## src/rtl/split_eval_seq.sv

```systemverilog
// split_eval_seq: collects up to NUM_VARS slot assignments over a valid/ready
// stream, then sweeps the slot bank one variable per cycle to evaluate one of
// four constraint modes and returns a held satisfied/error result.
//
// Ports:
//   clk, rst_n             clock, asynchronous active-low reset
//   in_valid/in_ready      assignment beat handshake (ready only while collecting)
//   in_idx, in_data        target slot and value
//   in_last                final beat of the set; samples mode/threshold
//   mode, threshold        constraint select and mode-1 bound
//   res_valid/res_ready    result handshake
//   res_x, res_err         constraint satisfied, set/index error
module split_eval_seq #(
    parameter int unsigned NUM_VARS = 20,
    parameter int unsigned DATA_W   = 64,
    parameter int unsigned IDX_W    = 5
) (
    input  logic                    clk,
    input  logic                    rst_n,
    input  logic                    in_valid,
    output logic                    in_ready,
    input  logic [IDX_W-1:0]        in_idx,
    input  logic [DATA_W-1:0]       in_data,
    input  logic                    in_last,
    input  logic [1:0]              mode,
    input  logic [DATA_W+IDX_W-1:0] threshold,
    output logic                    res_valid,
    input  logic                    res_ready,
    output logic                    res_x,
    output logic                    res_err
);

    localparam int unsigned ACC_W   = DATA_W + IDX_W;
    localparam int unsigned SLOT_AW = (NUM_VARS > 1) ? $clog2(NUM_VARS) : 1;
    localparam int unsigned CNT_W   = $clog2(NUM_VARS + 1);

    typedef enum logic [1:0] {
        COLLECT = 2'd0,
        EVAL    = 2'd1,
        RESULT  = 2'd2
    } state_t;

    state_t              state;
    logic [DATA_W-1:0]   slot [NUM_VARS];
    logic [NUM_VARS-1:0] mask;
    logic                err_oor;
    logic [CNT_W-1:0]    cnt;
    logic [ACC_W-1:0]    acc;
    logic                par;
    logic                all_nz;
    logic [1:0]          mode_q;
    logic [ACC_W-1:0]    thr_q;

    logic                accept;
    logic                idx_ok;
    logic [SLOT_AW-1:0]  wr_addr;
    logic [SLOT_AW-1:0]  rd_addr;
    logic [DATA_W-1:0]   rd;

    assign accept  = in_valid & in_ready;
    assign idx_ok  = (32'(in_idx) < NUM_VARS);
    assign wr_addr = SLOT_AW'(in_idx);
    assign rd_addr = SLOT_AW'(cnt);

    // Current sweep operand; unmasked slots read as zero regardless of stale data.
    always_comb begin
        rd = '0;
        if ((32'(cnt) < NUM_VARS) && mask[rd_addr]) begin
            rd = slot[rd_addr];
        end
    end

    // Slot bank is deliberately not reset; the mask alone defines validity.
    always_ff @(posedge clk) begin
        if (accept && idx_ok) begin
            slot[wr_addr] <= in_data;
        end
    end

    // Control FSM with registered outputs.
    always_ff @(posedge clk or negedge rst_n) begin
        if (!rst_n) begin
            state     <= COLLECT;
            in_ready  <= 1'b1;
            res_valid <= 1'b0;
            res_x     <= 1'b0;
            res_err   <= 1'b0;
            mask      <= '0;
            err_oor   <= 1'b0;
            cnt       <= '0;
            acc       <= '0;
            par       <= 1'b0;
            all_nz    <= 1'b1;
            mode_q    <= 2'd0;
            thr_q     <= '0;
        end else begin
            case (state)
                COLLECT: begin
                    if (accept) begin
                        if (idx_ok) begin
                            mask[wr_addr] <= 1'b1;
                        end else begin
                            err_oor <= 1'b1;
                        end
                        if (in_last) begin
                            mode_q   <= mode;
                            thr_q    <= threshold;
                            cnt      <= '0;
                            in_ready <= 1'b0;
                            state    <= EVAL;
                        end
                    end
                end
                EVAL: begin
                    // One extra step after the last slot folds the accumulators into the result.
                    if (cnt == CNT_W'(NUM_VARS)) begin
                        case (mode_q)
                            2'd0: res_x <= 1'b1;
                            2'd1: res_x <= (acc <= thr_q);
                            2'd2: res_x <= ~par;
                            2'd3: res_x <= all_nz;
                        endcase
                        res_err   <= err_oor | ~(&mask);
                        res_valid <= 1'b1;
                        state     <= RESULT;
                    end else begin
                        acc    <= acc + ACC_W'(rd);
                        par    <= par ^ (^rd);
                        all_nz <= all_nz & (rd != '0);
                        cnt    <= cnt + CNT_W'(1);
                    end
                end
                RESULT: begin
                    if (res_ready) begin
                        res_valid <= 1'b0;
                        in_ready  <= 1'b1;
                        mask      <= '0;
                        err_oor   <= 1'b0;
                        acc       <= '0;
                        par       <= 1'b0;
                        all_nz    <= 1'b1;
                        cnt       <= '0;
                        state     <= COLLECT;
                    end
                end
                default: begin
                    in_ready <= 1'b1;
                    state    <= COLLECT;
                end
            endcase
        end
    end

endmodule
```

## config.mk

```make
export PLATFORM = sky130hd
export DESIGN_NAME = split_eval_seq
export DESIGN_NICKNAME = d
export VERILOG_FILES = /design/src/rtl/split_eval_seq.sv
export SDC_FILE = /design/constraint.sdc
export NUM_CORES = 2
export LEC_CHECK = 0
export CORE_MARGIN = 3
export CORE_UTILIZATION = 62
export CTS_CLUSTER_SIZE = 28
export DETAILED_ROUTE_END_ITERATION = 16
export PLACE_DENSITY = 0.82
export RECOVER_POWER = 25
export SKIP_LAST_GASP = 1
export SLEW_MARGIN = 20
export SYNTH_ARGS = -nofsm -noshare
export SYNTH_HDL_FRONTEND = slang
export SYNTH_SLANG_ARGS = --single-unit
export TNS_END_PERCENT = 100
```

## constraint.sdc

```tcl
create_clock -name clk -period 12.1 [get_ports clk]
set_clock_uncertainty 0.05 [all_clocks]
set_input_delay 2.42 -clock clk [delete_from_list [all_inputs] [get_ports clk]]
set_output_delay 2.42 -clock clk [all_outputs]
set_load 0.02 [all_outputs]
```

==> metrics.md <==
| Metric | Value |
|---|---|
| Slew HR | `-284%` |
| Adder-cell share of the synthesized area | `roughly 3.2%` |
| Setup Buffers After CTS | `0` |
| Die Ht | `about 320 µm` |
| Dpl cells | `5045` |
| Area share of the largest cell type after synthesis | `61.4%` |
| Min-Delay Path Class | `flip-flop to flip-flop` |
| Post-synth EDFFs | `between 1000 and 1500` |
| Final clock period utilization by the worst path | `approximately 67%` |
| Core Footprint | `a little under 100000 µm²` |
| Syn Area/Cell | `between 15 and 20 µm²` |
| Ys flop type | `edfxtp_1` |
| Die area | `105000 µm²` |
| DR WL/cell | `about 32 µm` |
| CP cell instances | `buf_12 > buf_12 > mux4_2 > mux4_2 > nand2b_1 > nand2_1 > nand2_1 > inv_1 > ha_1 > nand4_1 > nor3_1 > a21boi_0 > a211oi_1 > o21a_1 > o211a_1 > a211oi_1 > a21bo_1 > a311oi_2 > o2111ai_1 > xor2_1 > nor2_1` |
| Largest net degree at the start of global routing | `approximately 110` |
| Post-Synth XOR/XNOR Area | `between 1 and 1.5%` |
| 1st-pass router iterations | `7` |
| Crit end category | `flip-flop` |
| CP startpoint kind | `flip-flop` |
| DRC viols | `0` |
| Worst EP required | `around 13 ns` |
| Hold-critical path depth | `2` |
| CP top delay family | `flip-flops` |
| Synth Area in Simple Gates | `roughly 5.7%` |
| FILL cells | `around 5900` |
| CP Depth | `21` |
| CTS tree | `yes` |
| FF-to-FF path depth | `21` |
| Peak Freq | `around 120 MHz` |
| Gr ovfl total | `0` |
| Final hold vios | `0` |
| Routed Antenna Nets | `0` |
| DR vias | `about 36000` |
| Final HPWL DP | `between 90000 and 100000 µm` |
| Seq/Total Area, Yosys | `about 68%` |
| Failing checks | `max-capacitance violations, max-slew violations` |
| Number of global-route vias before repair | `around 37000` |
| GPL Wtd Cong | `roughly 0.98` |
| Mapped Cells | `~3700` |
| Total routed wirelength | `168000 µm` |
| Syn nets | `between 4000 and 5000` |
| Num CTS Buffers | `142` |
| Outcome | `complete, but fails checks` |
| Starting DRT DRC Count | `~4700` |
| Kind of critical path | `flip-flop to flip-flop` |
| All-layer global routing usage | `roughly a third` |
| CTS Hold Bufs | `0` |
| Worst Path Max Fanout | `95` |
| Async SR Flop Fraction | `a little under an eighth` |
| Post-CTS Resized | `0` |
| Register bit total from synthesis | `around 1500` |
| Longest Clk Path Bufs | `3` |
| Share of layout cells above drive strength 1 | `between 10% and 20%` |
| Via density | `~6.8` |
| Final min period | `8.09 ns` |
| Final net count | `about 4200` |
| Non-Filler Instances | `between 5000 and 6000` |
| Synth unique cells | `slightly above 90` |
| Largest family of logic cells by synthesized area | `multiplexers` |
| Maxcap violations | `2` |
| Die W | `324 µm` |
| Wire length of the first global-routing pass | `~250000 µm` |
| Mapped Area | `about 63000 µm²` |
| Peak VDD IR | `around 0.00040 V` |
| Overall Power | `about 16 mW` |
| Synth area leaders | `edfxtp_1 (61%), mux4_2 (13%), dfrtp_1 (6.9%)` |
| Final setup TNS | `0 ns` |
| Clock Root Buffer | `clkbuf_16` |
| Cell taking the most area after synthesis | `edfxtp_1` |
| Post-synthesis mux area share | `14.0%` |
| # IOs | `between 100 and 150` |
| Pwr dens | `around 230 nW/µm²` |
| Compound-Gate Fraction of Synth Area | `between 5 and 6%` |
| Tightest Pin Transition | `around 5.8 ns` |
| Starting density of the core | `between 60% and 70%` |
| Final core occ | `between 70 and 80%` |
| Min Hold Slack | `roughly 0.44 ns` |
| H-tree levels | `4` |
| Leak | `24.5 nW` |
| # rows | `roughly 120` |
| Clock-pin slew on the worst setup and hold paths | `roughly 0.050 ns` |
| # port buffers | `148` |
| CP max stage delay | `~2.0 ns` |
| Synth warn | `0` |
| Slew Limit Fails | `143` |
| Buffering stage count on the worst path with inverters included | `3` |
| Initial antenna violation count | `18` |
| Worst-Skew Late Latency | `slightly below 0.8 ns` |
| Crit path DAT | `8.67 ns` |
| Final Setup Violations | `0` |
| Num Clock Sinks | `1454` |
| RSZ-0062 raised after global routing | `no` |
| Slowest stage cell, crit path | `dfrtp_1` |
| P&R area growth vs syn | `12.0%` |
state kept, by name, indices dropped and copies added (netlist names):
signal     flops
slot        1280
acc           69
thr_q         69
cnt            5
res_x          1
in_ready       1
res_valid      1
state          2
res_err        1
all_nz         1
err_oor        1
mask          20
mode_q         2
par            1
per-layer routing:
layer	share of wire (%)	routed length, µm	up-vias	track usage (%)
met5	0.062	104	-	0
met4	4.6	7710	16	14.9
met3	11	17700	464	7.32
met2	48	81200	2427	52.3
met1	37	61400	18400	44.3
li1	-	-	14900	-
path summary, 6_finish.rpt:
path                       startpoint        to  slack [ns]
setup / recovery               cnt[0]   acc[68]        4.01
hold / removal                 all_nz    all_nz        0.44
setup reg to reg               cnt[0]   acc[68]        4.01
hold reg to reg                all_nz    all_nz        0.44
max in group asynchronous       rst_n    cnt[4]        4.28
min in group asynchronous       rst_n  mask[15]        3.73
tightest hold or removal path, stage by stage, from the launching register on:
cell,delay (ns)
dfstp_2,0.37
o41ai_1,0.06
nand2_1,0.05
layout make-up:
| class | count | area, µm² | share of cell area [%] |
|---|---|---|---|
| inverter | 158 | 593 | 0.846 |
| multi-input combinational | 1935 | 18600 | 26.6 |
| timing repair buffer | 211 | 2000 | 2.85 |
| clock buffer | 178 | 3810 | 5.44 |
| sequential | 1454 | 42800 | 61.1 |
| tap | 1287 | 1610 | 2.30 |
| antenna | 10 | 25.0 | 0.0357 |
| clock inverter | 73 | 653 | 0.931 |
synthesized netlist by cell type, types with 4 or more instances:
cell / instances
edfxtp_1: 1280
mux4_2: 370
nand2_1: 340
o21ai_0: 183
dfrtp_1: 172
inv_1: 158
ha_1: 157
a21oi_1: 126
clkbuf_1: 122
nor2_1: 119
nand2b_1: 81
xnor2_1: 63
nand3_1: 53
nand4_1: 53
a21o_1: 47
xor2_1: 36
mux2i_1: 35
buf_1: 27
nor2b_1: 23
buf_2: 19
o21bai_1: 16
and3_1: 14
nor3_1: 11
o31ai_1: 11
a31oi_1: 10
o21a_1: 10
and2_1: 9
or2_2: 9
buf_6: 8
a211oi_1: 7
a31o_2: 7
nor3b_1: 7
or3_1: 7
a21boi_0: 6
a221oi_1: 6
nand3b_1: 6
nor4_1: 6
o211ai_1: 6
o21ai_1: 6
o31a_1: 6
a22o_1: 5
a22oi_1: 5
o22a_1: 5
and4_1: 4
cell families (layout without fill, tap and decap cells):
logic type	Yosys count	in the layout
flip-flops	1454	1454
AO/OA/AOI/OAI	505	505
other	0	10
XOR/XNOR	99	99
AND/OR/NAND/NOR	758	758
adder cells (fa/ha/maj)	162	162
buffers and inverters	336	620
multiplexers	411	411
power breakdown:
part | switching [mW] | internal (mW)
clock | 1.90 | 2.40
sequential | 0.318 | 5.70
combinational | 3.47 | 2.59
layout by cell type, fill, tap and decap left out, types with 21 or more instances in the layout:
master,count
nand2b_1,80
nor2b_1,23
xnor2_1,63
dfrtp_1,168
mux4_2,370
a21o_1,47
nand3_1,52
nor2_4,21
clkbuf_1,28
edfxtp_1,1280
nor2_1,97
o21ai_0,183
a21oi_1,126
clkbuf_16,145
nand4_1,53
ha_1,157
buf_4,59
clkdlybuf4s50_1,109
clkinv_2,23
dlygate4sd3_1,38
xor2_1,36
clkinv_1,25
mux2i_1,35
nand2_1,340
inv_1,158
stage by stage:
stage	area, µm²	setup slack (ns)
floorplan	62600	5.64
global placement	65600	5.19
detailed placement	65600	5.09
CTS	70100	4.97
global route	70100	2.99
finish	70100	4.01
Note: power is estimated with default switching activity, not from simulation.
